$ cat src/rtl/feature_report_pkg.sv
// feature_report_pkg: shared states, constants and byte packing for the feature report serializer
package feature_report_pkg;
  typedef enum logic [2:0] {IDLE, HDR, FEAT, TRL, FIN} state_t;
  localparam logic [7:0] HDR_BYTE_DEF = 8'hA5;
  localparam int MAX_FEAT = 127;
  function automatic logic [7:0] feat_byte(input logic defined, input logic [6:0] idx);
    return {defined, idx};
  endfunction
endpackage

$ cat src/rtl/report_out_slice.sv
// report_out_slice: single-entry registered valid/ready output stage
module report_out_slice (
  input  logic       clk,
  input  logic       rst_n,
  input  logic       in_valid,
  output logic       in_ready,
  input  logic [7:0] in_data,
  output logic       m_valid,
  input  logic       m_ready,
  output logic [7:0] m_data
);
  assign in_ready = !m_valid || m_ready;
  // hold the byte until the sink takes it; refill in the same cycle it drains
  always_ff @(posedge clk or negedge rst_n)
    if (!rst_n) begin
      m_valid <= 1'b0;
      m_data  <= 8'h00;
    end else if (in_valid && in_ready) begin
      m_valid <= 1'b1;
      m_data  <= in_data;
    end else if (m_ready) begin
      m_valid <= 1'b0;
    end
endmodule

$ cat src/rtl/feature_report_serializer.sv
// feature_report_serializer: streams header, per-feature bytes and defined-count trailer
module feature_report_serializer
  import feature_report_pkg::*;
#(
  parameter int          N_FEAT   = 4,
  parameter logic [7:0]  HDR_BYTE = HDR_BYTE_DEF
) (
  input  logic              clk,
  input  logic              rst_n,
  input  logic              start,
  input  logic [N_FEAT-1:0] feat_flags,
  output logic              busy,
  output logic              m_valid,
  input  logic              m_ready,
  output logic [7:0]        m_data,
  output logic              done
);
  localparam int IW = N_FEAT > 1 ? $clog2(N_FEAT) : 1;
  localparam int NP = 2 ** IW;
  if (N_FEAT < 1 || N_FEAT > MAX_FEAT) begin : g_bad_n
    $error("N_FEAT must be within 1..127");
  end
  state_t        state, state_nx;
  logic [NP-1:0] snap_q;
  logic [IW-1:0] idx, idx_inc;
  logic [6:0]    cnt, cnt_add;
  logic          ld, in_ready, xfer, last;
  logic [7:0]    ld_data;
  assign xfer    = m_valid && m_ready;
  assign last    = idx == IW'(N_FEAT - 1);
  assign idx_inc = idx + 1'b1;
  assign cnt_add = cnt + {6'd0, snap_q[idx]};
  // next state and the byte to load into the output slice on each transfer
  always_comb begin
    state_nx = state;
    ld       = 1'b0;
    ld_data  = 8'h00;
    case (state)
      IDLE: if (start && in_ready) begin
        state_nx = HDR;
        ld       = 1'b1;
        ld_data  = HDR_BYTE;
      end
      HDR: if (xfer) begin
        state_nx = FEAT;
        ld       = 1'b1;
        ld_data  = feat_byte(snap_q[0], 7'd0);
      end
      FEAT: if (xfer) begin
        state_nx = last ? TRL : FEAT;
        ld       = 1'b1;
        ld_data  = last ? {1'b0, cnt_add} : feat_byte(snap_q[idx_inc], 7'(idx_inc));
      end
      TRL: if (xfer) state_nx = FIN;
      default: state_nx = IDLE;
    endcase
  end
  // state, flag snapshot, feature index/count and registered status outputs
  always_ff @(posedge clk or negedge rst_n)
    if (!rst_n) begin
      state  <= IDLE;
      snap_q <= '0;
      idx    <= '0;
      cnt    <= '0;
      busy   <= 1'b0;
      done   <= 1'b0;
    end else begin
      state <= state_nx;
      busy  <= state_nx inside {HDR, FEAT, TRL};
      done  <= state_nx == FIN;
      if (state == IDLE && start && in_ready) begin
        snap_q <= NP'(feat_flags);
        idx    <= '0;
        cnt    <= '0;
      end else if (state == FEAT && xfer) begin
        cnt <= cnt_add;
        idx <= last ? idx : idx_inc;
      end
    end
  report_out_slice u_out (
    .clk      (clk),
    .rst_n    (rst_n),
    .in_valid (ld),
    .in_ready (in_ready),
    .in_data  (ld_data),
    .m_valid  (m_valid),
    .m_ready  (m_ready),
    .m_data   (m_data)
  );
endmodule

$ cat config.mk
export PLATFORM = sky130hd
export DESIGN_NAME = feature_report_serializer
export DESIGN_NICKNAME = d
export VERILOG_FILES = /design/src/rtl/feature_report_pkg.sv /design/src/rtl/report_out_slice.sv /design/src/rtl/feature_report_serializer.sv
export SDC_FILE = /design/constraint.sdc
export NUM_CORES = 1
export LEC_CHECK = 0
export BUFFER_PORTS_ARGS = -buffer_cell sky130_fd_sc_hd__buf_2
export CAP_MARGIN = 25
export CORE_MARGIN = 3
export CORE_UTILIZATION = 45
export CTS_BUF_LIST = sky130_fd_sc_hd__clkbuf_2 sky130_fd_sc_hd__clkbuf_4 sky130_fd_sc_hd__clkbuf_8
export DETAILED_ROUTE_END_ITERATION = 10
export GPL_TIMING_DRIVEN = 0
export MAX_ROUTING_LAYER = met4
export PLACE_DENSITY = 0.76
export RECOVER_POWER = 50
export SKIP_LAST_GASP = 1
export SLEW_MARGIN = 20
export SYNTH_ARGS = -nofsm -noshare
export SYNTH_HDL_FRONTEND = slang
export SYNTH_SLANG_ARGS = --single-unit
$ cat constraint.sdc
create_clock -name clk -period 2.3 [get_ports clk]
set_input_delay 0 -clock clk [delete_from_list [all_inputs] [get_ports clk]]
set_output_delay 0 -clock clk [all_outputs]
set_load 0.01 [all_outputs]
======== Word level (Yosys, flattened, before mapping) ========
Index checks and enable logic that the tools add are counted.
storage, ports and cells
  flip-flop bits (word level) ............. 27
  logic and storage cells ................. 60
cells by class
  $lt $le $gt $ge ......................... 2
  reductions and logical operators ........ 14
  $add $sub $neg .......................... 2
  equality and inequality tests ........... 9
  mux-type cells .......................... 25
operator list
  operator               number
  $mux W8                4
  $pmux W8 S3            1
  $mux W7                2
  $eq A3 B2 Y1 const B   4
  $mux W3                4
  $pmux W3 S4            1
  $add A7 B1 Y7          1
  $mux W1                7
  $eq A3 B1 Y1 const B   2
  $logic_and A1 B1 Y1    6
  $lt A2 B3 Y1 const B   2
  $mux W2                3
  $bmux W1 S2            2
  $reduce_bool A2 Y1     2
  $eq A3 B3 Y1 const B   1
  $logic_not A3 Y1       1
  $reduce_bool A3 Y1     1
  $add A2 B1 Y2 const B  1
  $eq A2 B2 Y1 const B   1
  $ne A2 B1 Y1 const B   1
  $pmux W1 S2            1
  $reduce_and A2 Y1      1
  $reduce_or A2 Y1       1
  $logic_not A1 Y1       1
  $logic_or A1 B1 Y1     1

======== Depth between registers and ports, before layout ========
  depth in word-level cells ............... 7
  gate-level depth with buffers ........... 7
  depth with buffers taken out ............ 7

======== Modules after synthesis ========
Synthesis repeated with hierarchy kept, for this count alone.
unflattened totals
  cell total of the unflattened synthesis .. 126
  area, all modules ....................... 1,396.3 µm²
modules (own cells, without submodules)
  module                     instances  area an instance (µm²)  cells each
  feature_report_serializer  1          1,011.0                 106
  report_out_slice           1          385.4                   20

======== Worst setup path after synthesis ========
OpenSTA, ideal clock, no wires.
  path type ............................... register -> register
  from .................................... reg idx[0]
  to ...................................... reg u_out.m_data[6]
  arrival ................................. 1.919 ns
  path slack .............................. 0.260 ns
  stages on the path, launching flop included .. 8
  cell sequence ........................... dfrtp_1 > mux4_2 > ha_1 > ha_1 > and3_1 > nand3_1 > xnor2_1 > a22o_2
between the ends
  longest elaborated chain between the ends .. 6
ends and longest elaborated chain
  what                           line                             source
  start: declaration             feature_report_serializer.sv:25  logic [IW-1:0] idx, idx_inc;
  start signal: assignment       feature_report_serializer.sv:77  idx <= last ? idx : idx_inc;
  $bmux W1 S2                    feature_report_serializer.sv:32  assign cnt_add = cnt + {6'd0, snap_q[idx]};
  $mux W1 (implied by the code)  feature_report_serializer.sv:32
  $add A7 B1 Y7                  feature_report_serializer.sv:32
  $mux W8 (*)                    feature_report_serializer.sv:52  ld_data = last ? {1'b0, cnt_add} : feat_byte(snap_q[idx_inc], 7'(idx_inc));
  $mux W8 (*)                    feature_report_serializer.sv:49  FEAT: if (xfer) begin
  $pmux W8 S3 (*)                feature_report_serializer.sv:38  case (state)
  end signal: assignment         report_out_slice.sv:20           m_data <= in_data;
  end: declaration               report_out_slice.sv:10           output logic [7:0] m_data
Mark *: on every way between the ends. The rest lies on a longest branch, timed or not. The select of a mux whose other input is x is not followed.
A chain may end at the register's enable or synchronous reset.

======== Final worst setup path ========
Ends and elaborated chain as after synthesis.

==> summary.md <==
| Metric | Value |
|---|---|
| Outcome | `finished clean` |
| Final slew viol count | `0` |
| Area of the multi-input gates | `622 um^2` |
| CP Depth | `7` |
| Worst setup SP type | `flop` |
| Drt total wl | `~2600 um` |
| Reg area | `around 680 um^2` |
| Maxcap violations | `0` |
| Post-route minimum period | `between 2000 and 2500 ps` |
| CTS tree | `done` |
| Worst slew pin tran | `1390 ps` |
| Power Density | `1000 nW/um^2` |
| Setup CP Type | `reg -> reg` |
| Worst reg-to-reg path cell count | `7` |
| Worst path arrival time | `2360 ps` |
| Area Overhead vs Synth | `15.8%` |
| Antenna diodes | `0` |
| Post-synth top area cell | `dfrtp_1` |
| Die X-Extent | `about 61 um` |
| YS warnings | `0` |
| Placed cell area | `1470 um^2` |
| Drt drc | `0` |
| Post-Syn Area | `1340 um^2` |
| Drt pass-1 iters | `6` |
| FMAX | `between 0.4 and 0.5 GHz` |
| Chip height | `60.6 um` |
| First-pass GRT wire length | `4470 um` |
| Average cell area after synthesis | `roughly 11 um^2` |
| Top cells by area, synth | `dfrtp_1 (50%), nand2_1 (6.1%), mux4_2 (3.4%)` |
| Io pins | `19` |
| Final nets | `roughly 170` |
| Cell family with most CP delay | `multiplexers` |
| Total track usage | `17.0%` |
| Via count | `1031` |
| Worst Path Max Fanout | `6` |
| Hold-critical path endpoint | `u_out.m_data[0]` |
| CP Buf/Inv Count | `0` |
| Buffer type at the clock tree root | `clkbuf_4` |
| Finish-stage setup viols | `0` |
| Fin. Hold Viols | `0` |
| Crit-path cells | `mux4_2 > ha_1 > ha_1 > and3_1 > nand3_1 > xnor2_1 > a22o_2` |
| Peak VDD IR | `479 uV` |
| Worst R2R Setup Slack | `150 ps` |
| Pin count of the biggest net entering global routing | `28` |
| Worst Path Required | `2520 ps` |
| Placed cells | `174` |
| Share of layout cells above drive strength 1 | `approximately a fifth` |
| Clock Path Buffers | `2` |
| Post-Synthesis Cells | `125` |
| Synth Net Count | `136` |
| Antenna Violating Nets Remaining | `0` |
| Cell row count | `19` |
| Endpoint class of the critical path | `flop` |
| Distinct cell type count of the synthesized netlist | `35` |
| Share of the yosys chip area belonging to registers | `between 50% and 60%` |
| Htree depth | `1` |
| Total grt overflow | `0` |
| Buffers on Ports | `18` |
| Final Cell Area | `1560 um^2` |
| Worst Clk Skew | `8.02 ps` |
| Slew HR | `7.03%` |
| Slowest CP cell | `mux4_2` |
| Fin crit share | `between 90 and 100%` |
| Antenna violations before repair | `0` |
| Leak pwr | `0.714 nW` |
| Synthesis-stage register bit count | `27` |
| Wire per inst | `14.3 um` |
| Worst-Skew Late Latency | `320 ps` |
| RSZ-0062 raised after global routing | `false` |
| Pwr Total | `roughly 1.6 mW` |
| Worst flop-to-flop path startpoint | `idx[0]` |
| Hold depth | `3` |
| Number of buffers added for setup after CTS | `0` |
| RR Endpoint | `u_out.m_data[6]` |
| CORE AREA | `about 2800 um^2` |
| Vias in the first global route | `1009` |
| Gpl congestion | `0.807` |
| Initial DRC count | `33` |
| Die Area | `3680 um^2` |
| Max incr delay on CP | `520 ps` |
| Hold slack | `166 ps` |
| Share of the synthesized area in the top cell type | `50.3%` |
| Clock-pin slew of the registers on the worst-case setup and hold paths | `150 ps` |
| Initial Util | `47.9%` |
| Worst hold path class | `in -> reg` |
| Number of CTS-inserted buffers | `3` |
| Startpoint of the worst hold path | `start` |
| Setup_tns | `0 ps` |
| Clock sinks | `27` |
| Detailed placer's ending HPWL | `1830 um` |
| Non-Filler Instances | `184` |
| Top cell by count, worst path | `ha_1` |
| # fillers | `~250` |
| DR vias/cell | `~5.6` |
-- area by class of cell --
type / instances / share of cell area [%]
flip-flops and latches: 27 / 43.5
multi-input cells: 90 / 40.0
repair buffers: 24 / 9.16
well taps: 31 / 2.49
plain buffers: 5 / 2.25
clock buffers: 4 / 1.93
inverters: 3 / 0.723
-- tightest hold or removal path, stage by stage --
cell and delay (ps):
buf_2 110, and4b_1 220, a221o_1 120
-- worst max-delay path by stage --
| stage | startpoint | end | slack (ps) |
|---|---|---|---|
| floorplan | idx[0] | u_out.m_data[6] | 260 |
| global placement | idx[0] | u_out.m_data[6] | 160 |
| detailed placement | idx[0] | u_out.m_data[6] | 140 |
| CTS | idx[0] | u_out.m_data[6] | 110 |
| global route | idx[0] | cnt[6] | 30 |
| finish | idx[0] | u_out.m_data[6] | 150 |
-- synthesized netlist by cell type --
cell / number
dfrtp_1: 27
nand2_1: 22
nand3_1: 6
nor3_1: 6
o21ai_0: 6
nor2_1: 5
a221o_1: 4
xnor2_1: 4
a21oi_1: 3
ha_1: 3
inv_1: 3
o2bb2ai_1: 3
xor2_1: 3
a21o_1: 2
and3_1: 2
buf_6: 2
clkbuf_1: 2
mux2_2: 2
mux2i_1: 2
mux4_2: 2
nor3b_1: 2
a221oi_1: 1
a22o_2: 1
and2_1: 1
and4b_1: 1
buf_2: 1
nand2b_1: 1
nand4b_1: 1
nor2_2: 1
o21ai_2: 1
o21bai_4: 1
o41ai_1: 1
or2_1: 1
or3b_4: 1
or4b_1: 1
-- per-layer routing --
metal / global-route usage, % / vias to the layer above / share of wire [%]
met4: 6.50 / 0 / 0.80
met3: 2.77 / 2 / 4.4
li1: - / 504 / -
met5: - / - / 0
met1: 20.7 / 498 / 45
met2: 28.1 / 27 / 50
-- kinds of logic after synthesis --
| group | count (synthesis) | share of synthesized area [%] |
|---|---|---|
| muxes | 6 | 6.52 |
| buffers and inverters | 8 | 3.44 |
| adders and majority gates | 3 | 2.79 |
| and+or+nand+nor | 51 | 18.9 |
| DFF | 27 | 50.3 |
| xor gates and xnor gates | 7 | 4.56 |
| AOI/OAI and AO/OA | 23 | 13.5 |
-- repair_timing --
item,in CTS,in global routing
endpoints found under the setup margin,0,2
resized for setup,0,1
hold endpoints to repair,32,0
hold buffers,6,0
-- state kept, by name (all words and copies together), names as in the netlist --
signal and count:
idx 2, done 1, cnt 7, snap_q 4
u_out.m_valid 1, u_out.m_data 8, state 3, busy 1
-- where the power goes --
group / switching (mW) / total, mW / internal (mW) / leakage, nW
combinational: 0.339 / 0.636 / 0.297 / 0.344
sequential: 0.104 / 0.711 / 0.607 / 0.351
clock: 0.135 / 0.215 / 0.0795 / 0.0184
total: 0.578 / 1.56 / 0.984 / 0.714
-- per-stage QoR --
stage / setup WS, ps / utilization [%]
finish: 154 / 55.5
global route: 32.5 / 55.5
CTS: 106 / 55.7
detailed placement: 135 / 52.5
global placement: 162 / 52.5
floorplan: 260 / -
-- layout by cell type (no fill, tap or decap), drive strengths merged, types with 4 or more instances in the layout --
cell type / instances
dfrtp: 27
nand2: 22
buf: 15
clkbuf: 12
o21ai: 7
nand3: 6
nor3: 6
dlygate4sd3: 6
nor2: 6
xnor2: 4
a221o: 4
(Power assumes the default switching activity.)
